**src/rtl/qracc_pkg.sv**
```systemverilog
// Shared types and helpers for the QR accumulator scheduler slice.
package qracc_pkg;

  typedef enum logic [1:0] {
    IDLE  = 2'd0,
    RUN   = 2'd1,
    DRAIN = 2'd2,
    DONE  = 2'd3
  } qracc_sched_state_t;

  localparam int unsigned PERF_BITS = 32;

  function automatic logic [PERF_BITS-1:0] sat_inc(input logic [PERF_BITS-1:0] v);
    return (&v) ? v : v + PERF_BITS'(1);
  endfunction

endpackage

```
**src/rtl/qracc_res_fifo.sv**
```systemverilog
// Synchronous result FIFO: push, pop, full/empty flags and occupancy count.
module qracc_res_fifo #(
  parameter int unsigned WIDTH = 8,
  parameter int unsigned DEPTH = 4
) (
  input  logic                       clk,
  input  logic                       nrst,
  input  logic                       push,
  input  logic [WIDTH-1:0]           push_data,
  input  logic                       pop,
  output logic [WIDTH-1:0]           head,
  output logic                       full,
  output logic                       empty,
  output logic [$clog2(DEPTH):0]     count
);

  localparam int unsigned AW = $clog2(DEPTH);
  localparam int unsigned CW = AW + 1;

  logic [WIDTH-1:0] mem [DEPTH];
  logic [AW-1:0]    wptr;
  logic [AW-1:0]    rptr;
  logic             wr_en;
  logic             rd_en;

  assign full  = (count == CW'(DEPTH));
  assign empty = (count == '0);
  assign head  = mem[rptr];

  // A push on a full FIFO is accepted only when a pop frees the slot in the same cycle.
  assign wr_en = push & (~full | pop);
  assign rd_en = pop & ~empty;

  always_ff @(posedge clk) begin
    if (wr_en) begin
      mem[wptr] <= push_data;
    end
  end

  always_ff @(posedge clk) begin
    if (!nrst) begin
      wptr  <= '0;
      rptr  <= '0;
      count <= '0;
    end else begin
      if (wr_en) begin
        wptr <= wptr + AW'(1);
      end
      if (rd_en) begin
        rptr <= rptr + AW'(1);
      end
      count <= count + CW'(wr_en) - CW'(rd_en);
    end
  end

endmodule

```
**src/rtl/qracc_scheduler.sv**
```systemverilog
// Credit-based job scheduler between input vectors, the MAC datapath and the result stream.
// Optional perf counters are built when QRACC_SCHED_PERF_EN is defined.
module qracc_scheduler
  import qracc_pkg::*;
#(
  parameter int unsigned NUM_COLS   = 32,
  parameter int unsigned ACC_BITS   = 7,
  parameter int unsigned FIFO_DEPTH = 4,
  parameter int unsigned CNT_BITS   = 16
) (
  input  logic                         clk,
  input  logic                         nrst,
  input  logic                         start_i,
  input  logic [CNT_BITS-1:0]          num_vec_i,
  output logic                         busy_o,
  output logic                         done_o,
  output logic                         overflow_o,
  input  logic                         in_valid_i,
  output logic                         in_ready_o,
  output logic                         mac_valid_o,
  input  logic                         mac_ready_i,
  input  logic                         res_valid_i,
  input  logic [NUM_COLS*ACC_BITS-1:0] res_data_i,
  output logic                         out_valid_o,
  input  logic                         out_ready_i,
  output logic [NUM_COLS*ACC_BITS-1:0] out_data_o,
  output logic                         out_last_o
`ifdef QRACC_SCHED_PERF_EN
  ,
  output logic [PERF_BITS-1:0]         perf_cycles_o,
  output logic [PERF_BITS-1:0]         perf_stall_o
`endif
);

  localparam int unsigned DW  = NUM_COLS * ACC_BITS;
  localparam int unsigned FCW = $clog2(FIFO_DEPTH) + 1;
  localparam int unsigned UW  = ((CNT_BITS > FCW) ? CNT_BITS : FCW) + 1;

  qracc_sched_state_t  state;
  logic [CNT_BITS-1:0] num_vec;
  logic [CNT_BITS-1:0] issued;
  logic [CNT_BITS-1:0] returned;
  logic [CNT_BITS-1:0] popped;
  logic                overflow;

  logic [FCW-1:0]      fifo_count;
  logic                fifo_full;
  logic                fifo_empty;
  logic [DW-1:0]       fifo_head;

  logic                active;
  logic [CNT_BITS-1:0] inflight;
  logic [UW-1:0]       used;
  logic                has_credit;
  logic                issue;
  logic                push_req;
  logic                push_ok;
  logic                pop;
  logic                head_valid;
  logic                head_last;
  logic                start_acc;

  assign active   = (state == RUN) || (state == DRAIN);
  assign inflight = issued - returned;

  // Slots committed = buffered results plus results still inside the datapath.
  assign used       = UW'(fifo_count) + UW'(inflight);
  assign has_credit = (used < UW'(FIFO_DEPTH));

  assign issue = nrst & (state == RUN) & in_valid_i & mac_ready_i & has_credit
               & (issued < num_vec);

  assign head_valid = ~fifo_empty;
  assign pop        = head_valid & out_ready_i;
  assign push_req   = res_valid_i & active;
  assign push_ok    = push_req & (~fifo_full | pop);
  assign head_last  = active & (popped == num_vec - CNT_BITS'(1));
  assign start_acc  = (state == IDLE) & start_i;

  qracc_res_fifo #(
    .WIDTH (DW),
    .DEPTH (FIFO_DEPTH)
  ) u_res_fifo (
    .clk       (clk),
    .nrst      (nrst),
    .push      (push_req),
    .push_data (res_data_i),
    .pop       (pop),
    .head      (fifo_head),
    .full      (fifo_full),
    .empty     (fifo_empty),
    .count     (fifo_count)
  );

  always_ff @(posedge clk) begin
    if (!nrst) begin
      state    <= IDLE;
      num_vec  <= '0;
      issued   <= '0;
      returned <= '0;
      popped   <= '0;
      overflow <= 1'b0;
    end else begin
      if (push_req && fifo_full && !pop) begin
        overflow <= 1'b1;
      end
      if (push_ok) begin
        returned <= returned + CNT_BITS'(1);
      end
      if (pop) begin
        popped <= popped + CNT_BITS'(1);
      end
      if (issue) begin
        issued <= issued + CNT_BITS'(1);
      end
      case (state)
        IDLE: begin
          if (start_i) begin
            num_vec  <= num_vec_i;
            issued   <= '0;
            returned <= '0;
            popped   <= '0;
            state    <= (num_vec_i == '0) ? DONE : RUN;
          end
        end
        RUN: begin
          if (issue && (issued == num_vec - CNT_BITS'(1))) begin
            state <= DRAIN;
          end
        end
        DRAIN: begin
          if (pop && (popped == num_vec - CNT_BITS'(1))) begin
            state <= DONE;
          end
        end
        DONE:    state <= IDLE;
        default: state <= IDLE;
      endcase
    end
  end

  // Outputs are forced low while nrst is asserted, even before the first reset edge.
  assign mac_valid_o = issue;
  assign in_ready_o  = issue;
  assign busy_o      = nrst & active;
  assign done_o      = nrst & (state == DONE);
  assign overflow_o  = nrst & overflow;
  assign out_valid_o = nrst & head_valid;
  assign out_last_o  = nrst & head_valid & head_last;
  assign out_data_o  = (nrst && head_valid) ? fifo_head : '0;

`ifdef QRACC_SCHED_PERF_EN
  logic [PERF_BITS-1:0] perf_cycles;
  logic [PERF_BITS-1:0] perf_stall;

  always_ff @(posedge clk) begin
    if (!nrst) begin
      perf_cycles <= '0;
      perf_stall  <= '0;
    end else if (start_acc) begin
      perf_cycles <= '0;
      perf_stall  <= '0;
    end else begin
      if (active) begin
        perf_cycles <= sat_inc(perf_cycles);
      end
      if ((state == RUN) && in_valid_i && !issue) begin
        perf_stall <= sat_inc(perf_stall);
      end
    end
  end

  assign perf_cycles_o = nrst ? perf_cycles : '0;
  assign perf_stall_o  = nrst ? perf_stall  : '0;
`else
  logic unused_start_acc;
  assign unused_start_acc = start_acc;
`endif

endmodule

```
**config.mk**
```make
export PLATFORM = sky130hd
export DESIGN_NAME = qracc_scheduler
export DESIGN_NICKNAME = d
export VERILOG_FILES = /design/src/rtl/qracc_pkg.sv /design/src/rtl/qracc_res_fifo.sv /design/src/rtl/qracc_scheduler.sv
export SDC_FILE = /design/constraint.sdc
export NUM_CORES = 1
export LEC_CHECK = 0
export ABC_AREA = 1
export CORE_MARGIN = 4
export CORE_UTILIZATION = 56
export DETAILED_ROUTE_END_ITERATION = 8
export PLACE_DENSITY = 0.76
export SETUP_SLACK_MARGIN = 0.3
export SYNTH_ARGS = -nofsm -noshare
export SYNTH_HDL_FRONTEND = slang
export SYNTH_SLANG_ARGS = --single-unit
```
**constraint.sdc**
```tcl
create_clock -name clk -period 18.86 [get_ports clk]
set_input_delay 3.772 -clock clk [delete_from_list [all_inputs] [get_ports clk]]
set_output_delay 3.772 -clock clk [all_outputs]
set_load 0.02 [all_outputs]
```
==> results.md, run 1 <==
* Longest Clk Path Bufs at 3
* Post-DP Area at ~46000 µm²
* Area leader, netlist: edfxtp_1
* Seq cells post-synth at 972
* Syn Nets at between 3k and 4k
* Post-layout util at 0.688
* Cts hold-fix bufs at 0
* Initial Util at 0.564
* Root Driver: clkbuf_16
* Area growth, synth to finish at 22.0%
* DP Cell Count at about 4.9k
* Critical Path Start Type: primary input
* Crit-path cells: clkdlybuf4s50_1 > nand2_4 > buf_4 > a21oi_1 > clkdlybuf4s50_1
* Num ports at 478
* Row cnt at 98
* VDD IR max at around 130 µV
* Worst-margin pin slew at between 1 and 1.5 ns
* TritonCTS Buffers at between 90 and 100
* Leak at around 17 nW
* # setup viols final at 0
* Slowest CP cell: clkdlybuf4s50_1
* Delay-heaviest family, CP: buffers and inverters
* Max-cap violation count at 0
* Worst Path Required at about 15 ns
* Setup TNS at 0 ns
* Clock latency on the worst-skew pair at about 0.66 ns
* Synthesized area per cell at between 10 and 15 µm²
* Post-DP HPWL at 66.4 mm
* Mapped Area at just over 40000 µm²
* Drc violations at 0
* Gpl congestion at 0.903
* IO Port Bufs at between 400 and 500
* Crit Path Max Fanout at between 90 and 100
* Antenna violations before repair at 37
* Largest net degree at the start of global routing at 210
* Area share of the largest cell type after synthesis at 0.667
* Via count at about 28k
* Design area at ~50000 µm²
* Arrival @ worst endpoint at roughly 7.3 ns
* PwrDens at approximately 130 nW/µm²
* Worst path buffer plus inverter count at 3
* Post-synth cell types at 40
* FILL cells at roughly 5.0k
* Cts repair resizes at 0
* Core area at 71500 µm²
* Final net count at ~4.3k
* Final Non-Filler Cells at around 5k
* Vias in the first global route at about 27k
* DIE AREA at roughly 76000 µm²
* Switching Share at 0.327
* Ys Warns at 0
* First-pass GRT wire length at 157 mm
* Sequential share of the synthesized area at 0.705
* Die Y at 276 µm
* Syn Inst Count at around 3.6k
* Final worst path period share at 0.587
* Clk_skew at 0.0331 ns
* Total grt overflow at 0
* Sequential share of power at 0.413
* Overall routing resource usage at 0.265
* CP dominant cell by count: clkdlybuf4s50_1
* Setup crit end kind: primary output
* Multi-input logic area at approximately 11000 µm²
* Clock power share at 0.300
* Final Slew Violations at 0
* Setup Buffers After CTS at 0
* Rel. slew slack at 0.0883
* Worst setup margin at 7.79 ns
* Clock period minus final worst setup slack at 11.07 ns
* Internal power at 0.00437 W
* CTS H-tree lvls at 3
* RSZ-0062 raised after global routing: false
* Reg-to-reg slack, setup at roughly 14 ns
* Sink Count at approximately 970
* Post-route ant nets at 0
* Post-Route WL at 105 mm
* Die W at between 200 and 300 µm
* Sequential cell area at 28400 µm²
* Hold Crit Class: reg2reg
* Area contributors post-synth: edfxtp_1 67%, nor2_1 9.5%, o21ai_0 6.1%, dfxtp_1 3.8%, a21oi_1 3.6%
* Hold Fails Final Rpt at 0
* Critical path class: in2out
* Status: finished, final reports clean
* CTS tree: yes
* Vias per cell at roughly 5.6
* Layout cell share with drive strength beyond 1 at 0.0498
* WL/cell at about 21 µm
* Slowest stage delay, CP at 0.91 ns
* Pre-CTS setup slack at approximately 7.8 ns
* Clk pin slew, worst setup/hold paths at 0.06 ns
* Sw Pwr at between 0.002 and 0.0025 W
* Fmax at 90.4 MHz
* Drt pass-1 iters at 6
* Combinational share of power at 0.287
* Drt initial violations at ~2.6k
-- synthesized netlist by cell type (all sizes together) --
master,number
nor3,18
a22oi,1
clkinv,3
o31ai,1
ha,48
xor2,31
nand2,257
xnor2,2
a211oi,1
nand3,79
edfxtp,896
mux2,1
or2,2
and3,1
o21a,2
nor2,1024
nand4,24
dfxtp,76
a31oi,2
nor4,9
inv,164
and2,4
fa,2
buf,32
o21ai,493
a21o,1
clkbuf,154
a21oi,291
-- power groups by stage --
stage	Clock [W]	Combinational [W]	Sequential, W
2_1_floorplan	0	0.00110	0.00278
3_3_place_gp	0	0.00183	0.00271
3_5_place_dp	0	0.00185	0.00272
4_1_cts	0.00196	0.00186	0.00268
5_1_grt	0.00206	0.00203	0.00269
6_report	0.00194	0.00186	0.00268
-- worst reg2reg max path, cell delays in order, from the launching register on --
cell and delay, ns:
dfxtp_1 0.39, inv_1 0.10, ha_1 0.37, nand2_1 0.11
nor2_4 0.25, clkinv_1 0.48, nor2_4 0.22, buf_4 0.61
buf_4 0.81, buf_4 0.83
-- registers in the layout (all words and copies together), names as in the netlist, named ones only --
register and flops:
returned 16, overflow 1, u_res_fifo.wptr 2, popped 16, issued 16, u_res_fifo.count 3, u_res_fifo.rptr 2, u_res_fifo.mem 896
num_vec 16, state 2
-- kinds of logic (layout without fill, tap and decap cells) --
logic type,count (synthesis),after routing,synth area share
muxes,1,1,0.000279
DFF,972,972,0.705
adders and majority gates,50,50,0.0159
and+or+nand+nor,1418,1418,0.139
buffers and inverters,353,850,0.0333
AOI/OAI and AO/OA,792,792,0.0991
other,0,29,0
xor gates and xnor gates,33,33,0.00717
-- layout make-up --
type,instances,share of cell area
diodes,29,0.00148
multi-input cells,2294,0.215
well taps,950,0.0242
repair buffers,504,0.102
flip-flops and latches,972,0.578
clock inverters,59,0.0126
inverters,167,0.0130
clock buffers,120,0.0535
-- layout by cell type, fill, tap and decap left out, types with 4 or more instances in the layout --
| cell type | Yosys | routed |
|---|---|---|
| a21oi_1 | 289 | 289 |
| and2_1 | 4 | 4 |
| buf_4 | 1 | 24 |
| bufinv_16 | 0 | 11 |
| clkbuf_1 | 154 | 17 |
| clkbuf_16 | 0 | 102 |
| clkdlybuf4s50_1 | 0 | 477 |
| clkinv_1 | 3 | 21 |
| clkinv_2 | 0 | 20 |
| clkinvlp_4 | 0 | 4 |
| dfxtp_1 | 76 | 74 |
| diode_2 | 0 | 29 |
| edfxtp_1 | 896 | 896 |
| ha_1 | 48 | 48 |
| inv_1 | 161 | 161 |
| nand2_1 | 246 | 245 |
| nand2_2 | 11 | 11 |
| nand3_1 | 76 | 76 |
| nand4_1 | 24 | 24 |
| nor2_1 | 1019 | 1015 |
| nor2_4 | 2 | 6 |
| nor3_1 | 17 | 17 |
| nor4_1 | 9 | 9 |
| o21ai_0 | 491 | 491 |
| xor2_1 | 31 | 31 |
-- through the flow --
| step | power [W] | hold slack, ns |
|---|---|---|
| after floorplan | 0.00388 | 0.418 |
| after global placement | 0.00455 | 0.431 |
| after detailed placement | 0.00457 | 0.437 |
| after CTS | 0.00650 | 0.453 |
| after global routing | 0.00678 | 0.509 |
| final | 0.00648 | 0.451 |
-- path summary, 6_finish.rpt --
kind,startpoint,to,cells after the start
worst min register to register,overflow,overflow,2
worst min-delay path,overflow,overflow,2
worst max register to register,state[1],u_res_fifo.mem[1][142],9
worst max-delay path,nrst,out_data_o[150],5
-- layer usage --
layer	track usage	vias up	share of wire
met3	0.0579	252	0.078
met2	0.449	1085	0.50
li1	-	13400	-
met1	0.322	13600	0.37
met5	0	-	0.0012
met4	0.135	18	0.048
(Power assumes the default switching activity.)
==> inputs of run 2 (changes only) <==
- CORE_UTILIZATION: 56 -> 51
- PLACE_DENSITY: 0.76 -> 0.73
- clock period: 18.86 -> 10.1 ns (I/O delays scaled with it)
==> results.md, run 2 (synthesis results as in run 1) <==
* Sink Count at 972
* Most common cell after layout, fill and taps aside: nor2_1
* Total grt overflow at 0
* Layout cell share with drive strength beyond 1 at 0.0462
* Worst path buffer plus inverter count at 4
* Root Driver: clkbuf_16
* Reg with most FFs: u_res_fifo.mem
* # setup viols final at 0
* Delay-heaviest family, CP: buffers and inverters
* Drc violations at 0
* Initial Util at 0.518
* Multi-input logic area at around 11000 µm²
* Final net count at between 4k and 5k
* Die Y at between 200 and 300 µm
* Post-route ant nets at 0
* Clk pin slew, worst setup/hold paths at about 0.060 ns
* Max-cap violation count at 0
* TritonCTS Buffers at 96
* Die W at between 200 and 300 µm
* Drt pass-1 iters at 6
* Cts repair resizes at 0
* Antenna violations before repair at 36
* Status: finished, final reports clean
* Fmax at roughly 140 MHz
* Worst-margin pin slew at about 1.5 ns
* CTS H-tree lvls at 3
* Hold_ws at 0.460 ns
* Arrival @ worst endpoint at 4.95 ns
* Crit Path Max Fanout at 85
* Post-Route WL at around 110 mm
* WL/cell at ~21 µm
* DIE AREA at 83600 µm²
* Post-DP HPWL at 66.3 mm
* Metal3 WL at about 7.5 mm
* Critical path class: in2out
* Pre-CTS setup slack at between 3 and 4 ns
* Overall routing resource usage at 0.250
* Critical Path Start Type: primary input
* Sequential cell area at ~28000 µm²
* Via count at approximately 28k
* Worst Path Required at just over 8 ns
* First-pass GRT wire length at ~160 mm
* Setup Buffers After CTS at 0
* Worst setup margin at approximately 3.1 ns
* Vias in the first global route at ~27k
* Rel. slew slack at 0.00838
* FILL cells at roughly 5.9k
* Hold Fails Final Rpt at 0
* Largest net degree at the start of global routing at approximately 240
* Gpl congestion at ~0.89
* RSZ-0062 raised after global routing: false
* Leak at around 17 nW
* PwrDens at between 200 and 250 nW/µm²
* Clock period minus final worst setup slack at roughly 7.0 ns
* Final worst path period share at 0.690
* Area growth, synth to finish at 22.1%
* Core area at between 70000 and 80000 µm²
* Drt initial violations at 2447
* Met2 wire length at between 50 and 60 mm
* Crit-path cells: clkdlybuf4s50_1 > buf_4 > nand2_4 > buf_4 > a21oi_1 > clkdlybuf4s50_1
* Worst Setup SP: nrst
* Num ports at around 480
* VDD IR max at around 300 µV
* Final Slew Violations at 0
* Hold path start: overflow
* Wl on met1 at just over 40 mm
* IO Port Bufs at ~480
* Cts hold-fix bufs at 0
* RR Startpoint: state[1]
* Longest Clk Path Bufs at 3
* Slowest CP cell: buf_4
* Row cnt at slightly above 100
* Uppermost layer routed: met5
* Vias per cell at approximately 5.5
* Hold Crit Class: reg2reg
* Setup crit end kind: primary output
* Clock latency on the worst-skew pair at 0.68 ns
* Slowest stage delay, CP at slightly below 0.8 ns
* CTS tree: yes
* Max reg flops at 896
* Commonest non-fill, non-tap cells in the layout: 1015 x nor2_1, 896 x edfxtp_1, 491 x o21ai_0
* Clk_skew at slightly above 0.07 ns
==> run 2: cell types whose count changed in the layout (fill, tap and decap cells not counted), sizes merged <==
| cell | delta |
|---|---|
| bufinv | -3 |
| clkinvlp | -1 |
| clkbuf | +9 |
| buf | -4 |
| diode | -5 |
| clkinv | -4 |
==> run 2: metrics by stage <==
stage	cells	TNS, ns	total power (W)	cell area (µm²)	utilization
finish	5177	0	0.0120	49200	0.632
global route	5171	0	0.0126	49200	0.632
CTS	5153	0	0.0121	49200	0.632
detailed placement	4973	0	0.00857	46000	0.591
global placement	4973	0	0.00853	46000	0.591
floorplan	3619	-2239.29	0.00724	40300	-
==> run 2: final cells by class <==
cell class	instances	area share
repair buffers	500	0.103
clock inverters	51	0.0116
inverters	167	0.0130
flip-flops and latches	972	0.578
well taps	1040	0.0264
clock buffers	129	0.0524
multi-input cells	2294	0.215
diodes	24	0.00122
==> run 2: where the power goes <==
| part | internal, W | leakage [nW] | switching [W] | total, W |
|---|---|---|---|---|
| clock network | 0.00201 | 1.52 | 0.00150 | 0.00351 |
| registers | 0.00486 | 8.72 | 0.000138 | 0.00500 |
| logic | 0.00117 | 6.81 | 0.00233 | 0.00350 |
| total | 0.00804 | 17.1 | 0.00397 | 0.0120 |
==> run 2: worst reg2reg max path: cells and delay by family (launching register included) <==
family | cells | cell delay [ns]
flip-flops | 1 | 0.38
buffers and inverters | 4 | 2.11
adder cells (fa/ha/maj) | 1 | 0.35
AND/OR/NAND/NOR | 3 | 0.53
==> run 2: routing by layer <==
metal  GRT usage  up-vias
li1            -    13400
met1       0.306    13600
met2       0.427      985
met3      0.0537      258
met4       0.114       26
met5           0        -
==> run 2: path summary, 6_finish.rpt <==
kind / end / slack [ns] / depth (start not counted)
max: out_data_o[77] / 3.13 / 6
min: overflow / 0.46 / 2
min reg2reg: overflow / 0.46 / 2
max reg2reg: u_res_fifo.mem[1][23] / 6.33 / 8
